--- src/rtl/accel_intr_ctrl.sv ---
// -----------------------------------------------------------------------------
// accel_intr_ctrl
// Interrupt controller for accelerator channels. It latches raw interrupts into
// a PENDING register, in edge or level mode per channel. Software clears PENDING
// bits with write-1-to-clear. A per-channel enable masks the interrupt vector.
// A coalescing FSM turns FAST_SEL channels into one fast interrupt. The fast
// interrupt fires on an event-count threshold or on a cycle timeout.
//
// Ports:
//   clk_i          clock, all state on rising edge
//   rst_i          asynchronous active-high reset
//   intr_i         raw interrupt lines, NUM_CH wide
//   req_valid_i    register access strobe
//   req_write_i    1 = write, 0 = read
//   req_addr_i     byte address (word aligned)
//   req_wdata_i    write data
//   rsp_rdata_o    read data, same cycle as the request
//   rsp_error_o    misaligned access flag, same cycle as the request
//   intr_vector_o  PENDING & ENABLE
//   fast_intr_o    coalesced fast interrupt, high while the FSM is in FIRE
// -----------------------------------------------------------------------------
module accel_intr_ctrl #(
    parameter int NUM_CH = 4,
    parameter int CNT_W  = 8
) (
    input  logic              clk_i,
    input  logic              rst_i,
    input  logic [NUM_CH-1:0] intr_i,
    input  logic              req_valid_i,
    input  logic              req_write_i,
    input  logic [4:0]        req_addr_i,
    input  logic [31:0]       req_wdata_i,
    output logic [31:0]       rsp_rdata_o,
    output logic              rsp_error_o,
    output logic [NUM_CH-1:0] intr_vector_o,
    output logic              fast_intr_o
);

    typedef enum logic [1:0] {
        ST_IDLE  = 2'd0,
        ST_ACCUM = 2'd1,
        ST_FIRE  = 2'd2
    } coal_state_e;

    localparam logic [CNT_W-1:0] CNT_ZERO = {CNT_W{1'b0}};
    localparam logic [CNT_W-1:0] CNT_ONE  = CNT_W'(1);
    localparam logic [CNT_W-1:0] CNT_MAX  = {CNT_W{1'b1}};

    logic [NUM_CH-1:0] enable_q, enable_d;
    logic [NUM_CH-1:0] pending_q, pending_d;
    logic [NUM_CH-1:0] mode_q, mode_d;
    logic [NUM_CH-1:0] fast_sel_q, fast_sel_d;
    logic [NUM_CH-1:0] hist_q;
    logic [CNT_W-1:0]  thr_q, thr_d;
    logic [CNT_W-1:0]  tmo_q, tmo_d;
    logic [CNT_W-1:0]  evt_cnt_q, tmo_cnt_q;
    coal_state_e       state_q;
    logic              fast_q;

    logic              aligned_s;
    logic              wr_s;
    logic              ack_s;
    logic [NUM_CH-1:0] clr_s;
    logic [NUM_CH-1:0] set_s;
    logic              evt_s;
    logic [CNT_W-1:0]  evt_nxt_s;
    logic [CNT_W-1:0]  tmo_nxt_s;
    logic              fire_s;

    assign aligned_s = (req_addr_i[1:0] == 2'b00);
    assign wr_s      = req_valid_i & req_write_i & aligned_s;

    // Edge channels set on a 0->1 against the history register; level channels set whenever high.
    assign set_s = (mode_q & intr_i & ~hist_q) | (~mode_q & intr_i);

    // An event is any enabled fast channel going 0->1 in PENDING; several at once count as one.
    assign evt_s = |(set_s & ~pending_q & enable_q & fast_sel_q);

    assign intr_vector_o = pending_q & enable_q;
    assign fast_intr_o   = fast_q;

    // Register write decode and next-state values of the software-visible registers.
    always_comb begin
        enable_d   = enable_q;
        mode_d     = mode_q;
        fast_sel_d = fast_sel_q;
        thr_d      = thr_q;
        tmo_d      = tmo_q;
        clr_s      = {NUM_CH{1'b0}};
        ack_s      = 1'b0;
        if (wr_s) begin
            case (req_addr_i[4:2])
                3'd0:    enable_d   = req_wdata_i[NUM_CH-1:0];
                3'd1:    clr_s      = req_wdata_i[NUM_CH-1:0];
                3'd2:    mode_d     = req_wdata_i[NUM_CH-1:0];
                3'd3:    fast_sel_d = req_wdata_i[NUM_CH-1:0];
                3'd5:    thr_d      = req_wdata_i[CNT_W-1:0];
                3'd6:    tmo_d      = req_wdata_i[CNT_W-1:0];
                3'd7:    ack_s      = 1'b1;
                default: ack_s      = 1'b0;  // RAW is read-only; writes are ignored
            endcase
        end else begin
            ack_s = 1'b0;
        end
        // A set in the same cycle wins over a W1C clear.
        pending_d = (pending_q & ~clr_s) | set_s;
    end

    // Combinational read mux; it returns pre-edge register values.
    always_comb begin
        rsp_rdata_o = 32'h0000_0000;
        rsp_error_o = 1'b0;
        if (req_valid_i && !aligned_s) begin
            rsp_error_o = 1'b1;
        end else if (req_valid_i && !req_write_i) begin
            case (req_addr_i[4:2])
                3'd0:    rsp_rdata_o = 32'(enable_q);
                3'd1:    rsp_rdata_o = 32'(pending_q);
                3'd2:    rsp_rdata_o = 32'(mode_q);
                3'd3:    rsp_rdata_o = 32'(fast_sel_q);
                3'd4:    rsp_rdata_o = 32'(intr_i);
                3'd5:    rsp_rdata_o = 32'(thr_q);
                3'd6:    rsp_rdata_o = 32'(tmo_q);
                default: rsp_rdata_o = 32'h0000_0000;  // COAL_ACK is write-only
            endcase
        end else begin
            rsp_rdata_o = 32'h0000_0000;
        end
    end

    // Counter values after this cycle while in ACCUM, and the FIRE decision based on them.
    always_comb begin
        if (evt_s && (evt_cnt_q != CNT_MAX)) begin
            evt_nxt_s = evt_cnt_q + CNT_ONE;
        end else begin
            evt_nxt_s = evt_cnt_q;
        end
        tmo_nxt_s = tmo_cnt_q + CNT_ONE;
        fire_s    = (evt_nxt_s >= thr_q) || ((tmo_q != CNT_ZERO) && (tmo_nxt_s == tmo_q));
    end

    // Software registers, PENDING and the interrupt history.
    always_ff @(posedge clk_i or posedge rst_i) begin
        if (rst_i) begin
            enable_q   <= {NUM_CH{1'b0}};
            pending_q  <= {NUM_CH{1'b0}};
            mode_q     <= {NUM_CH{1'b0}};
            fast_sel_q <= {NUM_CH{1'b0}};
            hist_q     <= {NUM_CH{1'b0}};
            thr_q      <= CNT_ZERO;
            tmo_q      <= CNT_ZERO;
        end else begin
            enable_q   <= enable_d;
            pending_q  <= pending_d;
            mode_q     <= mode_d;
            fast_sel_q <= fast_sel_d;
            hist_q     <= intr_i;
            thr_q      <= thr_d;
            tmo_q      <= tmo_d;
        end
    end

    // Coalescing FSM with its counters and the registered fast interrupt.
    always_ff @(posedge clk_i or posedge rst_i) begin
        if (rst_i) begin
            state_q   <= ST_IDLE;
            evt_cnt_q <= CNT_ZERO;
            tmo_cnt_q <= CNT_ZERO;
            fast_q    <= 1'b0;
        end else if (ack_s) begin
            // An ACK returns to IDLE, and it drops any event in the same cycle.
            state_q   <= ST_IDLE;
            evt_cnt_q <= CNT_ZERO;
            tmo_cnt_q <= CNT_ZERO;
            fast_q    <= 1'b0;
        end else begin
            case (state_q)
                ST_IDLE: begin
                    if (evt_s) begin
                        evt_cnt_q <= CNT_ONE;
                        tmo_cnt_q <= CNT_ZERO;
                        if (thr_q <= CNT_ONE) begin
                            state_q <= ST_FIRE;
                            fast_q  <= 1'b1;
                        end else begin
                            state_q <= ST_ACCUM;
                            fast_q  <= 1'b0;
                        end
                    end else begin
                        state_q <= ST_IDLE;
                        fast_q  <= 1'b0;
                    end
                end
                ST_ACCUM: begin
                    evt_cnt_q <= evt_nxt_s;
                    tmo_cnt_q <= tmo_nxt_s;
                    if (fire_s) begin
                        state_q <= ST_FIRE;
                        fast_q  <= 1'b1;
                    end else begin
                        state_q <= ST_ACCUM;
                        fast_q  <= 1'b0;
                    end
                end
                ST_FIRE: begin
                    state_q <= ST_FIRE;
                    fast_q  <= 1'b1;
                end
                default: begin
                    state_q   <= ST_IDLE;
                    evt_cnt_q <= CNT_ZERO;
                    tmo_cnt_q <= CNT_ZERO;
                    fast_q    <= 1'b0;
                end
            endcase
        end
    end

endmodule

--- config.mk ---
export PLATFORM = sky130hd
export DESIGN_NAME = accel_intr_ctrl
export DESIGN_NICKNAME = d
export VERILOG_FILES = /design/src/rtl/accel_intr_ctrl.sv
export SDC_FILE = /design/constraint.sdc
export NUM_CORES = 1
export LEC_CHECK = 0
export ABC_AREA = 1
export BUFFER_PORTS_ARGS = -buffer_cell sky130_fd_sc_hd__buf_2
export CORE_ASPECT_RATIO = 1.4
export CORE_MARGIN = 4
export CORE_UTILIZATION = 35
export CTS_CLUSTER_DIAMETER = 40
export DETAILED_ROUTE_END_ITERATION = 12
export SETUP_SLACK_MARGIN = 0.5
export SLEW_MARGIN = 20
export SYNTH_ARGS = -nofsm -noshare
export SYNTH_HDL_FRONTEND = slang
export SYNTH_SLANG_ARGS = --single-unit
--- constraint.sdc ---
create_clock -name clk_i -period 2.4 [get_ports clk_i]
set_input_delay 0.12 -clock clk_i [delete_from_list [all_inputs] [get_ports clk_i]]
set_output_delay 0.12 -clock clk_i [all_outputs]
set_load 0.02 [all_outputs]
==> results of run 1 <==
[flip-flops by register name, indices dropped and copies added, names as in the netlist, 4 cells and up]
signal / cells
evt_cnt_q: 8
thr_q: 8
tmo_cnt_q: 8
tmo_q: 8
enable_q: 4
fast_sel_q: 4
hist_q: 4
mode_q: 4
pending_q: 4
[area by class of cell]
class / count / area, um2
fillers: 932 / 5240
flip-flops and latches: 54 / 1350
multi-input cells: 328 / 1840
clock buffers: 6 / 139
inverters: 73 / 277
clock inverters: 1 / 30.0
repair buffers: 68 / 439
well taps: 110 / 138
[power breakdown]
group          switching (mW)  internal, mW  total (mW)
clock network           0.335         0.516       0.851
registers               0.108          1.02        1.12
logic                   0.423         0.295       0.718
total                   0.865          1.83        2.69
[worst reg2reg max path, stage by stage, from the launching register on]
cell,delay (ns)
dfrtp_1,0.36
ha_2,0.21
nand3_4,0.09
nor3_4,0.16
nand3_2,0.13
nand2_4,0.16
inv_4,0.08
nand2_1,0.10
o21ai_4,0.07
inv_1,0.08
ha_4,0.20
a21oi_1,0.16
o21ai_1,0.10
nor3_2,0.23
nand2_1,0.10
nand2_1,0.08
a21oi_2,0.05
[metrics by stage]
step / instance area, um2 / hold slack, ns / power [mW] / setup TNS (ns)
floorplan: 3500 / 0.151 / 1.58 / 0
global placement: 3790 / 0.265 / 1.74 / -0.218
detailed placement: 3790 / 0.268 / 1.76 / -0.319
CTS: 4140 / 0.0451 / 2.68 / -0.0197
global route: 4220 / 0.0827 / 2.86 / -0.401
finish: 4220 / 0.00898 / 2.69 / -0.0971
[cell usage in the layout, fill, tap and decap left out, types with 2 or more instances in the layout]
cell,count
nand2_1,114
inv_1,63
dfrtp_1,54
o21ai_0,35
buf_2,34
nor2_1,32
buf_4,29
nand3_1,24
conb_1,24
nand2_2,10
inv_2,9
o22ai_1,9
a21oi_1,9
o21ai_1,8
a221oi_1,6
ha_4,5
clkbuf_16,5
nor2_2,4
xor2_2,4
nor3_2,4
ha_1,4
dlygate4sd3_1,4
nor2_4,3
nor3_1,3
xor2_1,3
a21oi_2,3
nand3b_1,2
nand3_2,2
o21a_1,2
nor4_1,2
nand4_1,2
[layer usage]
metal,routed length [um],vias up
li1,-,1568
met2,4640,88
met4,258,0
met3,397,20
met1,3810,1420
met5,0,-
[repair_timing]
| action | CTS | global route |
|---|---|---|
| setup buffers | 4 | 1 |
| endpoints found under the hold margin | 4 | 0 |
| setup endpoints to repair | 2 | 9 |
| pin swaps | 6 | 2 |
| gates resized for setup | 21 | 14 |
| hold buffers | 4 | 0 |
[cells by family (layout without fill, tap and decap cells)]
logic type / after synthesis / count (layout) / share of synthesized area, %
AOI/OAI and AO/OA: 79 / 79 / 13.4
xor gates and xnor gates: 8 / 8 / 2.06
adders and majority gates: 10 / 10 / 3.68
buffers and inverters: 102 / 148 / 14.1
DFF: 54 / 54 / 39.8
other: 1 / 24 / 0.110
and+or+nand+nor: 207 / 207 / 26.9
[worst max path at each step]
stage | startpoint | slack [ns] | depth (start not counted) | end
finish | evt_cnt_q[0] | -0.07 | 16 | fast_intr_o
global route | fast_sel_q[0] | -0.24 | 18 | fast_intr_o
CTS | evt_cnt_q[0] | -0.02 | 16 | fast_intr_o
detailed placement | evt_cnt_q[0] | -0.19 | 15 | fast_intr_o
global placement | evt_cnt_q[0] | -0.13 | 15 | fast_intr_o
floorplan | evt_cnt_q[1] | 0.14 | 16 | fast_intr_o
==> reports/summary.txt, run 1 <==
Final Cycle Share - 103%
Initial Util - 35.9%
Slew Limit Headroom - 53.0%
Outcome - finished with violations
Drt total wl - 9110 um
ANT cells - 0
Reg2Reg Setup Slack - -0.07 ns
CTS Buffer Depth - 2
Final Util - 44.6%
Post-layout min period - 2.47 ns
Largest net degree at the start of global routing - 55
Nets - 585
Final non-filler cell total - 640
Final worst slack - -0.0689 ns
F_max - 405 MHz
# DRC - 0
WS Path Type - register to register
Area Growth Syn to Fin - 24.1%
Crit path arrival time - 2.65 ns
Max_cap viols - 0
Reg2reg start - evt_cnt_q[0]
CP Capture Type - register
R2R depth - 16
DRT Pass-1 Iters - 4
Horiz. Die Dim - 91.3 um
Clock Latency Late Sink - 0.29 ns
Htree depth - 2
Leakage power - 2.09 nW
Reg2Reg Capture Point - fast_intr_o
Crit Path Max Fanout - 6
Failing checks - setup timing
Seq/Total Area, Yosys - 39.8%
Synth area leaders - dfrtp_1 40%, nand2_1 13%, inv_1 7.4%
Top Ports - 83
Synth top cells by count - 118 x nand2_1, 67 x inv_1, 54 x dfrtp_1
IR Drop Worst-Case VDD - 0.408 mV
Post-synth EDFFs - 0
Vias post-DR - 3096
Vias in the first global route - 3137
Met1 Track Usage GR - 19.4%
Most frequent CP cell - nand2_1
Post-synth cell types - 34
CP peak stage delay - 0.36 ns
Share of cells above drive strength 1 - 23.4%
Worst Tran Pin Value - 0.704 ns
Antenna viol nets, final - 0
Port Buf Inserts - 34
Total grt overflow - 0
Pre-CTS WS - -0.186 ns
Slew Viols, Final - 0
GRT Total Usage - 16.1%
Worst-path clk slew - 0.07 ns
Setup crit start kind - register
Clock Root Buffer - clkbuf_16
Fin. Hold Viols - 0
Yosys top cell area share - 39.8%
Slowest-stage cell, CP - dfrtp_1
Antenna violations before repair - 0
Synth area leader - dfrtp_1
Asr flop ratio synth - 100%
CTS Buf Count - 5
DR iter-0 viols - 174
Grt met2 use - 28.2%
RSZ-0062 raised after global routing - true
Gr busiest metal - met2
Post-DP HPWL - 6820 um
First-pass GRT wire length - 14800 um
Syn Inst Count - 461
Gpl congestion - 0.935
Crit path required time - 2.58 ns
Final setup viols - 2
Clock Skews - 0.00487 ns
WP buf/inv - 2
Delay-heaviest family, CP - simple AND/OR/NAND/NOR gates
Met3 GRT Util - 2.18%
Core Region - 0.00946 mm2
Synth warnings - 0
Pwr Density - 639 mW/mm2
Tightest Hold Check Type - primary input to asynchronous set/reset pin
Primary FF master, synth - dfrtp_1
Mean area per synthesized cell - 7.37 um2
Total placed cells including tap cells - 624
CTS tree - done
Synthesized flop and latch total - 54
Per-cell routed wire length - 14.2 um
Most common cell in the synthesized netlist - nand2_1
Synthesized cell area - 0.00340 mm2
Clock Sinks - 54
Full die area - 0.0114 mm2
Chip height - 125 um
Crit-path cells - ha_2 -> nand3_4 -> nor3_4 -> nand3_2 -> nand2_4 -> inv_4 -> nand2_1 -> o21ai_4 -> inv_1 -> ha_4 -> a21oi_1 -> o21ai_1 -> nor3_2 -> nand2_1 -> nand2_1 -> a21oi_2
Num rows - 42
Vias/cell - 4.84
Note: power is estimated with default switching activity, not from simulation.
==> run 2: changes to the inputs <==
--- a/config.mk
+++ b/config.mk
@@ -9,9 +9,10 @@
 export BUFFER_PORTS_ARGS = -buffer_cell sky130_fd_sc_hd__buf_2
 export CORE_ASPECT_RATIO = 1.4
 export CORE_MARGIN = 4
-export CORE_UTILIZATION = 35
+export CORE_UTILIZATION = 49
 export CTS_CLUSTER_DIAMETER = 40
 export DETAILED_ROUTE_END_ITERATION = 12
+export PLACE_DENSITY = 0.74
 export SETUP_SLACK_MARGIN = 0.5
 export SLEW_MARGIN = 20
 export SYNTH_ARGS = -nofsm -noshare
==> run 2 against run 1 <==
Effect of this change: the run still ends with setup timing left; final cell count shrank 3.0%; non-clock buffer count shrank 2; routed wire length shrank 2.4%; maximum frequency shrank 2.6%; clock power shrank 26%; sequential power is essentially flat; register-to-register slack lost 0.06 ns; worst hold slack gained 0.058 ns; sequential share of layout area grew 0.98 points; largest cell class unchanged; highest routed layer unchanged.
==> reports/summary.txt, run 2 (synthesized netlist as in run 1, its figures left out) <==
Crit path required time - 2.65 ns
Post-DP HPWL - 6530 um
Port Buf Inserts - 34
Max_cap viols - 0
Pwr Density - 594 mW/mm2
Share of cells above drive strength 1 - 22.5%
Final Cycle Share - 106%
Antenna viol nets, final - 0
Vias post-DR - 3205
WS Path Type - register to register
Top Ports - 83
Fillers - 632
Htree depth - 2
Clock Root Buffer - clkbuf_8
Final worst slack - -0.134 ns
RSZ-0062 raised after global routing - true
# DRC - 0
Drt total wl - 8890 um
Outcome - finished with violations
First-pass GRT wire length - 14800 um
Failing checks - setup timing
Area Growth Syn to Fin - 20.4%
ANT cells - 0
Total grt overflow - 0
CTS tree - done
Multi-input logic area - 0.00180 mm2
DRT Pass-1 Iters - 5
Initial Util - 51.0%
Antenna violations before repair - 0
Most frequent cells in the layout - 114 x nand2_1, 65 x inv_1, 54 x dfrtp_1, 35 x o21ai_0, 34 x buf_2
Tightest Hold Check Type - primary input to register
F_max - 395 MHz
Slew Viols, Final - 0
Most common cell after layout, fill and taps aside - nand2_1
Gpl congestion - 0.947
Largest net degree at the start of global routing - 55
Crit Path Max Fanout - 2
Chip height - 107 um
Clock Skews - 0.00967 ns
Leakage power - 2.06 nW
Most frequent CP cell - nand2_1
Crit-path cells - ha_2 -> nand3_2 -> nor3_4 -> buf_4 -> buf_4 -> xor2_1 -> nand2_1 -> o21ai_2 -> inv_1 -> ha_1 -> nand4_1 -> nor3_2 -> nor3_2 -> nand2_1 -> nand2_1 -> a21oi_2
Worst Tran Pin Value - 0.498 ns
DR iter-0 viols - 187
Horiz. Die Dim - 78.4 um
Slowest-stage cell, CP - dfrtp_1
Nets - 583
Worst-path clk slew - 0.10 ns
FF/Latch Area - 0.00135 mm2
Num rows - 35
Setup crit start kind - register
Core Region - 0.00666 mm2
Fin Setup TNS - -0.212 ns
GRT Total Usage - 22.3%
IR Drop Worst-Case VDD - 0.329 mV
Crit path arrival time - 2.79 ns
Clock Sinks - 54
Reg2Reg Setup Slack - -0.13 ns
Post-layout min period - 2.53 ns
Final setup viols - 2
Clock Latency Late Sink - 0.32 ns
CTS Buffer Depth - 2
Full die area - 0.00835 mm2
Vias/cell - 5.16
Fin. Hold Viols - 0
Slew Limit Headroom - 66.5%
Worst Hold Margin - 0.0674 ns
CP peak stage delay - 0.38 ns
Per-cell routed wire length - 14.3 um
CTS Buf Count - 5
CP Capture Type - register
Vias in the first global route - 3190
run 2: changes by cell type in the layout (fill, tap and decap cells not counted), moves of 2 or more:
| cell | before | now |
|---|---|---|
| clkbuf_16 | 5 | 0 |
| nor2_1 | 32 | 30 |
| ha_1 | 4 | 6 |
| clkinv_2 | 0 | 2 |
| inv_2 | 9 | 7 |
| inv_1 | 63 | 65 |
| buf_4 | 29 | 25 |
| ha_4 | 5 | 3 |
| clkbuf_8 | 1 | 5 |
| nor2_2 | 4 | 7 |
run 2: report_power, final:
| group | switching, mW | total, mW | internal [mW] |
|---|---|---|---|
| Combinational | 0.410 | 0.677 | 0.267 |
| Clock | 0.323 | 0.632 | 0.308 |
| Sequential | 0.107 | 1.12 | 1.02 |
run 2: stage by stage:
| step | cell area [um2] | cells | power (mW) | setup WS (ns) | utilization [%] |
|---|---|---|---|---|---|
| floorplan | 3500 | 484 | 1.58 | 0.136 | - |
| global placement | 3750 | 603 | 1.71 | -0.0712 | 56.4 |
| detailed placement | 3750 | 603 | 1.73 | -0.137 | 56.4 |
| CTS | 4040 | 621 | 2.41 | -0.0753 | 60.7 |
| global route | 4090 | 621 | 2.57 | -0.283 | 61.5 |
| finish | 4090 | 621 | 2.43 | -0.134 | 61.5 |
run 2: worst max-delay path, delay by kind of cell (launching register included):
kind	cells	cell delay (ns)
AOI/OAI and AO/OA	2	0.19
xor gates and xnor gates	1	0.15
adders and majority gates	2	0.50
buffers and inverters	3	0.30
DFF	1	0.38
and+or+nand+nor	8	0.96
run 2: layer usage:
layer	vias to the layer above	share of wire [%]	global-route usage [%]
met5	-	0	0
met4	0	3.6	9.63
met3	26	4.0	2.54
met2	101	52	41.1
met1	1515	40	25.7
li1	1563	-	-
run 2: what timing repair did:
action | in CTS | in global routing
buffers inserted | 5 | 0
endpoints found under the hold margin | 58 | 0
pin swaps | 4 | 4
hold buffers | 5 | 0
gates resized for setup | 17 | 13
endpoints found under the setup margin | 2 | 14
run 2: final timing paths:
check,from,end,depth (start not counted)
worst max-delay path,evt_cnt_q[0],fast_intr_o,16
min in group asynchronous,rst_i,tmo_cnt_q[2],4
worst min-delay path,intr_i[2],pending_q[2],3
worst max register to register,evt_cnt_q[0],fast_intr_o,16
max in group asynchronous,rst_i,thr_q[2],4
worst min register to register,fast_sel_q[1],fast_sel_q[1],2
run 2: cell type report:
cell class              instances  area share (%)
repair buffers                 66            10.7
well taps                      92            2.81
clock buffers                   5            1.68
flip-flops and latches         54            33.0
inverters                      73            6.76
clock inverters                 3           0.979
multi-input cells             328            44.0
==> run 3: changes to the inputs <==
--- a/config.mk
+++ b/config.mk
@@ -12,7 +12,7 @@
 export CORE_UTILIZATION = 49
 export CTS_CLUSTER_DIAMETER = 40
 export DETAILED_ROUTE_END_ITERATION = 12
-export PLACE_DENSITY = 0.74
+export PLACE_DENSITY = 0.77
 export SETUP_SLACK_MARGIN = 0.5
 export SLEW_MARGIN = 20
 export SYNTH_ARGS = -nofsm -noshare
==> run 3 against run 2 <==
Effect of this change: the run still ends with setup timing left; combinational power is 0.9% higher; clock power is 5.1% higher; first-iteration DRC count is 17% higher; routed wire length is 2.4% lower; worst hold slack better by 0.012 ns; final area is 1.2% higher; utilization is 0.73 points higher; total power is 1.7% higher; setup slack better by 0.079 ns; largest cell class unchanged; largest power group unchanged.
==> reports/summary.txt, run 3 (synthesized netlist as in run 1, its figures left out) <==
Total power - 2.47 mW
Final worst slack - -0.0545 ns
Pwr Density - 597 mW/mm2
Vias/cell - 5.03
Fin Setup TNS - -0.0708 ns
Fillers - 594
Crit path required time - 2.66 ns
CP Capture Type - register
Total placed cells including tap cells - 605
Initial Util - 51.0%
Psw - 0.836 mW
Worst-path clk slew - 0.11 ns
Reg2Reg Setup Slack - -0.05 ns
Reg2reg start - evt_cnt_q[0]
Area Growth Syn to Fin - 21.9%
Port Buf Inserts - 34
Logic gate share of total power - 27.6%
CTS tree - done
Full die area - 0.00835 mm2
FF/Latch Area - 0.00135 mm2
Tightest Hold Check Type - primary input to register
Multi-input logic area - 0.00178 mm2
RSZ-0062 raised after global routing - true
Clock share of power - 26.9%
Worst setup path startpoint - evt_cnt_q[0]
Antenna violations before repair - 0
HP Start - req_wdata_i[6]
Clock Skews - 0.0113 ns
Failing checks - setup timing
Final Cycle Share - 102%
Post-layout min period - 2.45 ns
Most common cell after layout, fill and taps aside - nand2_1
Vias post-DR - 3165
Share of cells above drive strength 1 - 22.3%
F_max - 407 MHz
Largest net degree at the start of global routing - 55
Nets - 591
Internal power - 1.64 mW
CTS Buf Count - 5
Slew Viols, Final - 0
Total grt overflow - 0
Setup crit start kind - register
DR iter-0 viols - 218
Post-DP HPWL - 6310 um
ANT cells - 0
Num rows - 35
Crit path arrival time - 2.71 ns
DRT Pass-1 Iters - 4
Most frequent cells in the layout - 116 x nand2_1, 65 x inv_1, 54 x dfrtp_1, 36 x o21ai_0, 34 x buf_2
Gpl congestion - 0.920
Clock Root Buffer - clkbuf_8
GRT Total Usage - 20.9%
Drt total wl - 8680 um
IR Drop Worst-Case VDD - 0.432 mV
Outcome - finished with violations
Clock Latency Late Sink - 0.32 ns
Final setup viols - 2
Per-cell routed wire length - 13.8 um
WS Path Type - register to register
Top Ports - 83
Final non-filler cell total - 629
Fin. Hold Viols - 0
Max_cap viols - 0
Vias in the first global route - 3086
Antenna viol nets, final - 0
Crit Path Max Fanout - 6
Chip height - 107 um
Switching portion of total power - 33.8%
CTS Buffer Depth - 2
Leakage power - 2.10 nW
Core Region - 0.00666 mm2
Sequential share of power - 45.5%
Clock Sinks - 54
Horiz. Die Dim - 78.4 um
First-pass GRT wire length - 13900 um
# DRC - 0
Htree depth - 2
-- run 3: cell types whose count changed in the layout (fill, tap and decap cells not counted), moves of 2 or more --
cell	before	now
clkinv_2	2	0
nand2_2	10	8
xor2_1	4	6
nor2_1	30	32
buf_4	25	33
xor2_2	3	1
nand2_1	114	116
-- run 3: critical path: stages, from the launching register on --
cell and delay [ns]:
dfrtp_1 0.40, ha_4 0.17, nand3_4 0.09, nor3_4 0.15, nand3_2 0.12, nand2_4 0.15, buf_4 0.14, xor2_2 0.19
inv_1 0.07, ha_1 0.18, inv_1 0.08, a21oi_2 0.06, o21a_1 0.18, nor2_1 0.11, nor3_2 0.06, nand2_1 0.10
nand2_1 0.07, a21oi_2 0.10
-- run 3: path summary, 6_finish.rpt --
check,endpoint,depth (start not counted)
max,fast_intr_o,17
min,tmo_q[6],3
max reg2reg,fast_intr_o,17
min reg2reg,fast_sel_q[1],2
max in group asynchronous,evt_cnt_q[4],4
min in group asynchronous,fast_sel_q[1],4
-- run 3: power by group through the flow --
stage | combinational, mW | clock (mW) | sequential (mW)
2_1_floorplan | 0.464 | 0 | 1.11
6_report | 0.683 | 0.664 | 1.13
4_1_cts | 0.660 | 0.668 | 1.12
5_1_grt | 0.767 | 0.706 | 1.14
3_3_place_gp | 0.583 | 0 | 1.13
3_5_place_dp | 0.609 | 0 | 1.13
-- run 3: final cells by class --
type                            instances  share of cell area (%)
Clock buffer                            6                    1.99
Timing Repair Buffer                   74                    12.1
Clock inverter                          2                   0.937
Sequential cell                        54                    32.6
Multi-Input combinational cell        328                    42.9
Inverter                               73                    6.68
Tap cell                               92                    2.78
-- run 3: routing by layer --
metal	vias up	wire length (um)	GRT usage [%]
li1	1582	-	-
met1	1453	3530	24.8
met2	109	4440	38.3
met3	21	480	2.71
met4	0	238	7.12
met5	-	0	0
-- run 3: through the flow --
step                hold WS, ns  cell area [um2]  utilization, %  worst slack [ns]
floorplan                 0.151             3500               -             0.136
global placement          0.192             3770            56.6           -0.0368
detailed placement        0.199             3770            56.6           -0.0859
CTS                      0.0752             4060            60.9           -0.0256
global route              0.101             4140            62.2            -0.236
finish                   0.0792             4140            62.2           -0.0545
-- run 3: what timing repair did --
action / in CTS / in global routing
pin swaps: 4 / 3
hold buffers: 5 / 0
hold endpoints to repair: 58 / 0
buffers inserted: 7 / 4
endpoints found under the setup margin: 2 / 3
cloned: 0 / 0
gates resized for setup: 11 / 11
